**src/rtl/evaluator_pkg.sv**
```systemverilog
// Shared types and constants for the sqrt(a^2 + b^2) evaluator.
package evaluator_pkg;

    localparam int unsigned MUL_ITERS  = 8;
    localparam int unsigned SQRT_ITERS = 9;
    localparam int unsigned OP_W       = 8;
    localparam int unsigned RAD_W      = 18;

    typedef enum logic [2:0] {
        IDLE,
        MUL_A,
        MUL_B,
        SUM,
        SQRT
    } state_e;

endpackage

```
**src/rtl/evaluator_mul.sv**
```systemverilog
// Sequential 8x8 shift-add squarer: one multiplier bit per cycle, LSB first.
// The operand is captured on start, so it doubles as the latch for operand a.
module evaluator_mul
    import evaluator_pkg::*;
(
    input  logic                clk_i,
    input  logic                rst_i,
    input  logic                start_i,
    input  logic [OP_W-1:0]     operand_i,
    output logic                done_o,
    output logic [2*OP_W-1:0]   product_o
);

    logic [2*OP_W-1:0] r_mcand;
    logic [OP_W-1:0]   r_mplier;
    logic [2*OP_W-1:0] r_acc;
    logic [2:0]        r_cnt;
    logic              r_busy;
    logic [2*OP_W-1:0] w_acc_next;

    // Accumulate step; product_o is the value after the current step so the
    // caller can capture it on the same edge that finishes the last bit.
    always_comb begin
        w_acc_next = r_acc + (r_mplier[0] ? r_mcand : '0);
        product_o  = w_acc_next;
        done_o     = r_busy && (r_cnt == 3'(MUL_ITERS - 1));
    end

    // Iteration registers; a new start overrides any step in flight.
    always_ff @(posedge clk_i) begin
        if (!rst_i) begin
            r_mcand  <= '0;
            r_mplier <= '0;
            r_acc    <= '0;
            r_cnt    <= '0;
            r_busy   <= 1'b0;
        end else if (start_i) begin
            r_mcand  <= {{OP_W{1'b0}}, operand_i};
            r_mplier <= operand_i;
            r_acc    <= '0;
            r_cnt    <= '0;
            r_busy   <= 1'b1;
        end else if (r_busy) begin
            r_acc    <= w_acc_next;
            r_mcand  <= r_mcand << 1;
            r_mplier <= r_mplier >> 1;
            r_cnt    <= r_cnt + 3'd1;
            if (r_cnt == 3'(MUL_ITERS - 1)) begin
                r_busy <= 1'b0;
            end
        end
    end

endmodule

```
**src/rtl/evaluator_core.sv**
```systemverilog
// y = min(255, floor(sqrt(a^2 + b^2))) with a start/busy handshake.
// Squares come from one shared shift-add multiplier; the root is a restoring
// digit-by-digit square root, two radicand bits per cycle.
module evaluator_core
    import evaluator_pkg::*;
(
    input  logic            clk_i,
    input  logic            rst_i,
    input  logic            start_i,
    input  logic [OP_W-1:0] a_bi,
    input  logic [OP_W-1:0] b_bi,
    output logic            ready,
    output logic            busy_o,
    output logic [OP_W-1:0] y_bo
);

    state_e              r_state;
    state_e              w_next_state;
    logic                w_mul_start;
    logic [OP_W-1:0]     w_mul_op;
    logic                w_mul_done;
    logic [2*OP_W-1:0]   w_mul_prod;

    logic [OP_W-1:0]     r_b;
    logic [2*OP_W-1:0]   r_sq_a;
    logic [2*OP_W-1:0]   r_sq_b;
    logic [RAD_W-1:0]    r_rad;
    logic [11:0]         r_rem;
    logic [8:0]          r_root;
    logic [3:0]          r_cnt;
    logic [OP_W-1:0]     r_y;
    logic                r_ready;
    logic                r_busy;

    logic [11:0]         w_rem_shift;
    logic [11:0]         w_trial;
    logic                w_take;
    logic [11:0]         w_rem_next;
    logic [8:0]          w_root_next;
    logic                w_sqrt_last;

    evaluator_mul u_mul (
        .clk_i     (clk_i),
        .rst_i     (rst_i),
        .start_i   (w_mul_start),
        .operand_i (w_mul_op),
        .done_o    (w_mul_done),
        .product_o (w_mul_prod)
    );

    // One restoring sqrt step: bring down two radicand bits, try 4*root+1.
    always_comb begin
        w_rem_shift = {r_rem[9:0], r_rad[RAD_W-1 -: 2]};
        w_trial     = {1'b0, r_root, 2'b01};
        w_take      = (w_rem_shift >= w_trial);
        w_rem_next  = w_take ? (w_rem_shift - w_trial) : w_rem_shift;
        w_root_next = {r_root[7:0], w_take};
        w_sqrt_last = (r_cnt == 4'(SQRT_ITERS - 1));
    end

    // Next state and multiplier sequencing; b^2 starts on the edge a^2 ends.
    always_comb begin
        w_next_state = r_state;
        w_mul_start  = 1'b0;
        w_mul_op     = r_b;
        case (r_state)
            IDLE: begin
                if (start_i) begin
                    w_mul_start  = 1'b1;
                    w_mul_op     = a_bi;
                    w_next_state = MUL_A;
                end
            end
            MUL_A: begin
                if (w_mul_done) begin
                    w_mul_start  = 1'b1;
                    w_next_state = MUL_B;
                end
            end
            MUL_B: begin
                if (w_mul_done) begin
                    w_next_state = SUM;
                end
            end
            SUM:     w_next_state = SQRT;
            SQRT: begin
                if (w_sqrt_last) begin
                    w_next_state = IDLE;
                end
            end
            default: w_next_state = IDLE;
        endcase
    end

    // State register.
    always_ff @(posedge clk_i) begin
        if (!rst_i) begin
            r_state <= IDLE;
        end else begin
            r_state <= w_next_state;
        end
    end

    // Datapath and handshake registers.
    always_ff @(posedge clk_i) begin
        if (!rst_i) begin
            r_b     <= '0;
            r_sq_a  <= '0;
            r_sq_b  <= '0;
            r_rad   <= '0;
            r_rem   <= '0;
            r_root  <= '0;
            r_cnt   <= '0;
            r_y     <= '0;
            r_ready <= 1'b0;
            r_busy  <= 1'b0;
        end else begin
            case (r_state)
                IDLE: begin
                    if (start_i) begin
                        r_b     <= b_bi;
                        r_ready <= 1'b0;
                        r_busy  <= 1'b1;
                    end
                end
                MUL_A: begin
                    if (w_mul_done) begin
                        r_sq_a <= w_mul_prod;
                    end
                end
                MUL_B: begin
                    if (w_mul_done) begin
                        r_sq_b <= w_mul_prod;
                    end
                end
                SUM: begin
                    r_rad  <= RAD_W'(r_sq_a) + RAD_W'(r_sq_b);
                    r_rem  <= '0;
                    r_root <= '0;
                    r_cnt  <= '0;
                end
                SQRT: begin
                    r_rad  <= r_rad << 2;
                    r_rem  <= w_rem_next;
                    r_root <= w_root_next;
                    r_cnt  <= r_cnt + 4'd1;
                    if (w_sqrt_last) begin
                        r_y     <= w_root_next[8] ? 8'hFF : w_root_next[7:0];
                        r_ready <= 1'b1;
                        r_busy  <= 1'b0;
                    end
                end
                default: ;
            endcase
        end
    end

    assign ready  = r_ready;
    assign busy_o = r_busy;
    assign y_bo   = r_y;

endmodule

```
**config.mk**
```make
export PLATFORM = sky130hd
export DESIGN_NAME = evaluator_core
export DESIGN_NICKNAME = d
export VERILOG_FILES = /design/src/rtl/evaluator_pkg.sv /design/src/rtl/evaluator_mul.sv /design/src/rtl/evaluator_core.sv
export SDC_FILE = /design/constraint.sdc
export NUM_CORES = 1
export LEC_CHECK = 0
export ABC_AREA = 0
export ABC_CLOCK_PERIOD_IN_PS = 4800
export BUFFER_PORTS_ARGS = -buffer_cell sky130_fd_sc_hd__buf_4
export CAP_MARGIN = 20
export CORE_MARGIN = 1
export CORE_UTILIZATION = 51
export DETAILED_ROUTE_END_ITERATION = 8
export GPL_TIMING_DRIVEN = 0
export PLACE_DENSITY = 0.68
export SLEW_MARGIN = 30
export SYNTH_ARGS = -nofsm -noshare
export SYNTH_HDL_FRONTEND = slang
export SYNTH_HIERARCHICAL = 1
export SYNTH_SLANG_ARGS = --single-unit
export TNS_END_PERCENT = 30
```
**constraint.sdc**
```tcl
create_clock -name clk_i -period 4.8 [get_ports clk_i]
set_input_delay 0.96 -clock clk_i [delete_from_list [all_inputs] [get_ports clk_i]]
set_output_delay 0.96 -clock clk_i [all_outputs]
set_load 0.005 [all_outputs]
```
==> Word-level counts from Yosys, hierarchy flattened <==
Cells that the tools add are included.
{ "word_totals": {"out_inout_bits": 10, "register_bits": 138, "romBits": 0, "word_cells": 76, "mem_count": 0, "ram_bits": 0, "input_bits": 19, "latch_bits": 0} }
{ "op_classes": {"shifts": 0, "reduce_logical": 12, "div_mod_pow": 0, "mul": 0, "eq_ne": 10, "muxes": 30, "n_lt_le_gt_ge": 1, "bitwise": 1, "n_addsub": 5} }
{ "op_table": {"columns": ["op", "n"], "rows": [
  ["2-to-1 mux 8 bit", 7],
  ["one-hot mux 18 bit (2 select lines)", 1],
  ["one-hot mux 10 bit (2 select lines)", 1],
  ["one-hot mux 9 bit (2 select lines)", 1],
  ["adder 16 x 16 -> 17 bit", 1],
  ["adder 16 bit", 1],
  ["2-to-1 mux 16 bit", 1],
  ["one-hot mux 3 bit (5 select lines)", 1],
  [">= comparator 12 x 11 -> 1 bit", 1],
  ["2-to-1 mux 3 bit", 4],
  ["2-to-1 mux 10 bit", 1],
  ["subtractor 10 bit", 1],
  ["2-to-1 mux 1 bit", 9],
  ["one-hot mux 4 bit (2 select lines)", 1],
  ["AND reduction 2 bit", 4],
  ["== test 3 x 2 -> 1 bit, second input constant", 2],
  ["== test 3 bit, second input constant", 2],
  ["one-hot mux 1 bit (2 select lines)", 3],
  ["nonzero test 2 bit", 3],
  ["adder 4 x 1 -> 4 bit, second input constant", 1],
  ["== test 4 bit, second input constant", 1],
  ["!= test 2 x 1 -> 1 bit, second input constant", 2],
  ["!= test 2 bit, second input constant", 2],
  ["AND reduction 4 bit", 1],
  ["7 further kinds", 7]
]} }

==> Depth between registers and ports, before layout <==
Gate-level depths: netlist of the first run.
{ "depth": {"word_depth": 5, "ltp_mapped": 13, "mapped_depth_nobuf": 10} }

==> By module <==
Netlist of the first run, hierarchy kept.
{ "by_module_without_submodules": {"columns": ["module", "area_each_um2", "n_inst", "cells_each", "seq_area_each_um2"], "rows": [
  ["evaluator_core", 5146.2, 1, 623, 1881.8],
  ["evaluator_mul", 2483.6, 1, 278, 880.8]
]} }

==> Least setup slack after synthesis of the first run <==
No wires, ideal clock.
{ "synth_timing": {"path_kind": "reg2reg", "from": "register u_mul.r_busy", "to": "register u_mul.r_cnt[2]", "period_less_slack_ns": 2.814, "path_slack_ns": 1.986, "setup_ns": 0.128, "path_buffers": 6, "path_stages_with_launch": 14, "arrival_time_ns": 2.686, "required_ns": 4.672, "cell_sequence": "dfxtp_1 > clkbuf_1 > buf_2 > buf_2 > and2_1 > nand2_1 > or3_1 > clkbuf_1 > clkbuf_1 > nand2_1 > inv_1 > nand2_1 > clkbuf_1 > nor2_1"} }
{ "synth_via": {"elab_chain_len": 4} }
{ "synth_rtl": {"columns": ["item", "line_no", "rtl"], "rows": [
  ["from (decl)", "evaluator_mul.sv:18", "logic r_busy;"],
  ["from (signal assigned)", "evaluator_mul.sv:36", "r_busy <= 1'b0;"],
  ["from (signal assigned)", "evaluator_mul.sv:42", "r_busy <= 1'b1;"],
  ["from (signal assigned)", "evaluator_mul.sv:49", "r_busy <= 1'b0;"],
  ["logical AND 1 bit", "evaluator_mul.sv:26", "done_o = r_busy && (r_cnt == 3'(MUL_ITERS - 1));"],
  ["via w_mul_done", "evaluator_core.sv:21", "logic w_mul_done;"],
  ["2-to-1 mux 1 bit", "evaluator_core.sv:75", "if (w_mul_done) begin"],
  ["one-hot mux 1 bit (2 select lines)", "evaluator_core.sv:66", "case (r_state)"],
  ["via w_mul_start", "evaluator_core.sv:19", "logic w_mul_start;"],
  ["OR reduction 2 bit (no line)", null, null],
  ["to (signal assigned)", "evaluator_mul.sv:47", "r_cnt <= r_cnt + 3'd1;"],
  ["to (decl)", "evaluator_mul.sv:17", "logic [2:0] r_cnt;"]
]} }
The timed path passes the listed nets, and every way through them passes these cells.
A chain may end at the register's enable or synchronous reset.

==> Worst setup path after layout of the first run <==
{ "layout_timing": {"from": "register u_mul.r_busy", "to": "register u_mul.r_acc[4]"} }
{ "layout_via": {"elab_chain_len": 4} }
{ "layout_rtl": {"columns": ["item", "line_no", "rtl"], "rows": [
  ["logical AND 1 bit", "evaluator_mul.sv:26", null],
  ["via w_mul_done", "evaluator_core.sv:21", null],
  ["2-to-1 mux 1 bit", "evaluator_core.sv:75", null],
  ["one-hot mux 1 bit (2 select lines)", "evaluator_core.sv:66", null],
  ["via w_mul_start", "evaluator_core.sv:19", null],
  ["OR reduction 2 bit (no line)", null, null],
  ["to (signal assigned)", "evaluator_mul.sv:44", "r_acc <= w_acc_next;"],
  ["to (decl)", "evaluator_mul.sv:16", "logic [2*OP_W-1:0] r_acc;"]
]} }
The timed path passes the listed nets, and every way through them passes these cells.

==> impl_metrics.ini, run 1 <==
[run_status]
status = finished clean

[worst_setup_path]
crit_path_max_fanout = 10
path_buf_inv = 7
cp_top_family = buffers and inverters
critPathMostFrequentCell = clkbuf_1
slowest_delay_ps = 450
worstPathRequired_ps = 5100
critPathCaptureType = flop
crit_type = flop to flop
start_kind = flop
crit_slowest_cell = clkbuf_1
path_cells = clkbuf_1 -> buf_2 -> buf_2 -> and2_1 -> nand2_1 -> or3_1 -> clkbuf_1 -> clkbuf_1 -> nand2_1 -> inv_1 -> nand2_1 -> clkbuf_1 -> nor2_1
cp.arrival_ps = 4170

[final_layout]
utilization_pct = 59.4
final_common_cell = nand2_1
nNetsFinal = 1015
diodes = 0
drive_above_1_share_pct = 10.6
mostFrequentLayoutCells = nand2_1 (151), dfxtp_1 (138), a21oi_1 (63), ha_1 (46), nor2_1 (44)
area_growth_pct = 13.5

[sta]
min_period_over_period_pct = 80.6
setup_slack_ps = 931
period_minus_slack_ps = 3870
clock_skew_ps = 12.6
slew_headroom_pct = 34.7
tns_ps = 0
finalMaxSlewViolations = 0
rsz0062_at_grt = false
setup_viol = 0
tightest_slew_ps = 972
hold_violations = 0
max_freq_mhz = 258

[synthesis]
ys_seq_area_share_pct = 36.2
async_flop_share_pct = 0
synth_simple_gate_area_share_pct = 19.1
synth_top_family_by_area = compound AO/OA/AOI/OAI gates
synth_cell_types = 78
synthXorXnorAreaFrac_pct = 3.67
synthMuxAreaShare_pct = 5.15
synth_edf_count = 0
synth_ff_type = dfxtp_1
syn_area_mm2 = 0.00763
yosysWarnings = 6
synth_compound_area_share_pct = 23.3
synth_fa_ha_area_share_pct = 8.07
avgSynthCellArea_um2 = 8.47
synth_cells = 901
synth-seq-cells = 138
syn-num-nets = 968

[die]
rows = 44
die_h_um = 124
initial_core_util_pct = 52.3
io_pins = 29
dieArea_mm2 = 0.0155
die_w_um = 124
core-area_mm2 = 0.0146

[pwr]
p_leak_nw = 3.52
power_mw = 2.63
max-vdd-ir-drop_mv = 0.309
p_per_area_mw_per_mm2 = 303

[clock_tree]
clockBufferDepth = 2
cts_buffers = 17
clk_latency_ps = 430
cts_root_buffer = clkbuf_16
path_clk_slew_ps = 70
clkSinkCount = 138
cts_resized = 0
post_cts_buffers = 0
holdBufCountCts = 0
cts_tree = built
htreeDepth = 4

[routing]
drtPass1Iterations = 4
drt_iter0_markers = 450
ant_nets = 0
routedWlPerCell_um = 15.7
wl_um = 17900
drcViolationCount = 0
vias = 6439
viasPerCell = 5.62

[global_routing]
grt.total_usage_pct = 23.8
grt_pass1_vias = 6105
grt_overflow_total = 0
grt_pass1_wl_um = 29800
grt_max_degree = 17
antenna_found_initial = 0

[placement]
pre_cts_slack_ps = 941
dp_hpwl_um = 13500
routabilityCongestion = 0.840
numPortBuffers = 28

[job]
drv_cap = 0

[hold_path]
hold_class = flop to flop
[synthesized netlist by cell type, drive strengths merged, types with 16 or more instances]
library cell / instances / area [µm²]
xnor2: 22 / 193
a21oi: 65 / 333
o21ai: 46 / 234
ha: 46 / 576
mux2i: 37 / 370
a21boi: 47 / 353
dfxtp: 138 / 2760
inv: 30 / 113
nand3: 19 / 100
clkbuf: 31 / 136
nor2: 47 / 189
a22oi: 17 / 128
buf: 16 / 92.6
nor2b: 20 / 125
and2: 23 / 144
nand2: 152 / 573
[worst register-to-register path, delay by kind of cell (launching register included)]
kind / cells / cell delay [ps]
buffers and inverters: 7 / 1960
flip-flops: 1 / 300
AND/OR/NAND/NOR: 6 / 1460
[cells by family (layout without fill, tap and decap cells)]
| logic type | count (synthesis) | count (layout) |
|---|---|---|
| and+or+nand+nor | 309 | 309 |
| xor gates and xnor gates | 32 | 32 |
| muxes | 39 | 39 |
| DFF | 138 | 138 |
| adders and majority gates | 48 | 48 |
| AOI/OAI and AO/OA | 257 | 257 |
| buffers and inverters | 78 | 138 |
[per-layer routing]
metal	global-route usage, %	part of all wire, %	up-vias
met2	38.8	46	113
met5	0	0	-
met1	30.9	48	3004
li1	-	-	3289
met3	4.64	3.5	33
met4	9.14	2.4	0
[state kept, by name, indices dropped and copies added, names as in the netlist, 9 cells and up]
name,count
r_sq_b,16
r_root,9
u_mul/r_mcand,16
r_rad,18
u_mul/r_acc,16
r_rem,10
r_sq_a,16
[per-stage QoR]
step	instance area, µm²	hold slack, ps	instances
floorplan	7630	439	901
global placement	8070	448	1113
detailed placement	8070	455	1113
CTS	8660	463	1145
global route	8660	478	1145
finish	8660	463	1145
[final timing paths]
path | start | to | slack, ps | cells after the start
min reg2reg | r_sq_b[6]$_SDFFE_PN0P_ | r_sq_b[6]$_SDFFE_PN0P_ | 460 | 2
max reg2reg | u_mul/r_busy$_SDFF_PN0_ | u_mul/r_acc[4]$_SDFFE_PP0P_ | 930 | 13
min | r_sq_b[6]$_SDFFE_PN0P_ | r_sq_b[6]$_SDFFE_PN0P_ | 460 | 2
max | u_mul/r_busy$_SDFF_PN0_ | u_mul/r_acc[4]$_SDFFE_PP0P_ | 930 | 13
[area by class of cell]
| cell class | instances | area (µm²) |
|---|---|---|
| well taps | 184 | 230 |
| inverters | 31 | 116 |
| multi-input cells | 685 | 4520 |
| flip-flops and latches | 138 | 2760 |
| clock inverters | 14 | 154 |
| repair buffers | 28 | 210 |
| plain buffers | 47 | 229 |
| clock buffers | 18 | 439 |
| fillers | 1356 | 5930 |
[report_power, final]
group / internal, mW / total, mW / switching, mW
logic: 0.0577 / 0.142 / 0.0842
registers: 1.16 / 1.18 / 0.0114
clock network: 0.748 / 1.31 / 0.560
Power figures use the tool's default switching activity.
==> inputs of run 2 (changes only) <==
--- a/config.mk
+++ b/config.mk
@@ -6,7 +6,7 @@
 export NUM_CORES = 1
 export LEC_CHECK = 0
 export ABC_AREA = 0
-export ABC_CLOCK_PERIOD_IN_PS = 4800
+export ABC_CLOCK_PERIOD_IN_PS = 4000
 export BUFFER_PORTS_ARGS = -buffer_cell sky130_fd_sc_hd__buf_4
 export CAP_MARGIN = 20
 export CORE_MARGIN = 1
==> constraint.sdc (replaced) <==
create_clock -name clk_i -period 4 [get_ports clk_i]
set_input_delay 0.8 -clock clk_i [delete_from_list [all_inputs] [get_ports clk_i]]
set_output_delay 0.8 -clock clk_i [all_outputs]
set_load 0.005 [all_outputs]
==> run 2 against run 1 <==
  * Cell count unchanged
  * First-iteration DRC count is 0.67% lower
  * Flip-flop and latch count stayed put
  * Count of clock-buffer cells in the layout unchanged
  * Hold slack barely moved
  * Critical endpoint unchanged
==> impl_metrics.ini, run 2 (synthesis results as in run 1) <==
[final_layout]
drive_above_1_share_pct = 10.8
largest_reg_flops = 18
regMostFlops = r_rad
design_area_mm2 = 0.00867
diodes = 0
final_common_cell = nand2_1
utilization_pct = 59.4
nNetsFinal = 1015
area_growth_pct = 13.6
mostFrequentLayoutCells = nand2_1 (151), dfxtp_1 (138), a21oi_1 (63), ha_1 (46), nor2_1 (44)

[routing]
wl_um = 17900
routedWlPerCell_um = 15.7
drcViolationCount = 0
vias = 6429
drt_iter0_markers = 447
drtPass1Iterations = 5
ant_nets = 0
viasPerCell = 5.61

[pwr]
max-vdd-ir-drop_mv = 0.378
p_leak_nw = 3.53
power_mw = 3.16
p_per_area_mw_per_mm2 = 364

[hold_path]
hold_depth = 2
min-delay-start = r_sq_b[6]$_SDFFE_PN0P_
hold_class = flop to flop

[die]
rows = 44
core-area_mm2 = 0.0146
die_w_um = 124
io_pins = 29
die_h_um = 124
dieArea_mm2 = 0.0155
initial_core_util_pct = 52.3

[placement]
routabilityCongestion = 0.840
dpl_cell_area_mm2 = 0.00807
numPortBuffers = 28
dp_hpwl_um = 13500
pre_cts_slack_ps = 141

[sta]
tns_ps = 0
finalMaxSlewViolations = 0
clock_skew_ps = 10.4
setup_viol = 0
period_minus_slack_ps = 3730
max_freq_mhz = 268
rsz0062_at_grt = false
slew_headroom_pct = 34.3
min_period_over_period_pct = 93.2
setup_slack_ps = 270
tightest_slew_ps = 978
hold_violations = 0

[worst_setup_path]
worstRegToRegCells = 13
crit_path_max_fanout = 10
critPathCaptureType = flop
regToRegSetupSlack_ps = 270
worstPathRequired_ps = 4320
path_cells = clkbuf_1 -> buf_2 -> buf_2 -> and2_1 -> nand2_1 -> or3_1 -> clkbuf_1 -> clkbuf_1 -> nand2_1 -> inv_1 -> nand2_1 -> clkbuf_2 -> nor2_1
crit_type = flop to flop
slowest_delay_ps = 350
crit_slowest_cell = buf_2
worstReg2RegStart = u_mul/r_busy$_SDFF_PN0_
startpoint = u_mul/r_busy$_SDFF_PN0_
cp.arrival_ps = 4050
start_kind = flop

[global_routing]
grt_max_degree = 17
grt_pass1_wl_um = 29800
grt.total_usage_pct = 23.8
grt_pass1_vias = 6105
grt_overflow_total = 0
antenna_found_initial = 0

[job]
drv_cap = 0

[clock_tree]
cts_buffers = 17
cts_tree = built
clkSinkCount = 138
clockBufferDepth = 2
cts_root_buffer = clkbuf_16
post_cts_buffers = 0
path_clk_slew_ps = 70
htreeDepth = 4
clk_latency_ps = 430

[run_status]
status = finished clean
run 2: cell types whose count changed in the layout (fill, tap and decap cells not counted):
cell and change:
clkbuf_2 +2, clkbuf_1 -2
run 2: worst max-delay path: cells and delay by family (launching register included):
kind / cells / cell delay (ps)
and+or+nand+nor: 6 / 1450
buffers and inverters: 7 / 1830
DFF: 1 / 300
run 2: final timing paths:
check,endpoint
max,u_mul/r_acc[4]$_SDFFE_PP0P_
min,r_sq_b[6]$_SDFFE_PN0P_
max reg2reg,u_mul/r_acc[4]$_SDFFE_PP0P_
min reg2reg,r_sq_b[6]$_SDFFE_PN0P_
run 2: power by group:
| part | switching, mW | internal [mW] |
|---|---|---|
| clock network | 0.676 | 0.898 |
| registers | 0.0138 | 1.40 |
| logic | 0.101 | 0.0696 |
run 2: routing by layer:
layer	wire (µm)	track usage, %
met3	614	4.64
met1	8620	30.9
met5	0	0
met2	8260	38.8
met4	439	9.14
run 2: final cells by class:
cell class | count | area (µm²)
timing repair buffer | 28 | 210
sequential | 138 | 2760
fill | 1358 | 5920
tap | 184 | 230
clock buffer | 18 | 439
clock inverter | 14 | 154
buffer | 47 | 231
inverter | 31 | 116
multi-input combinational | 685 | 4520
run 2: timing repair:
action | 4_1_cts | 5_1_grt
setup endpoints to repair | 0 | 20
gates resized for setup | 0 | 4
hold buffers | 0 | 0
run 2: per-stage QoR:
step	cells	hold WS [ps]
CTS	1145	463
global route	1145	478
detailed placement	1113	455
floorplan	901	439
finish	1145	463
global placement	1113	448
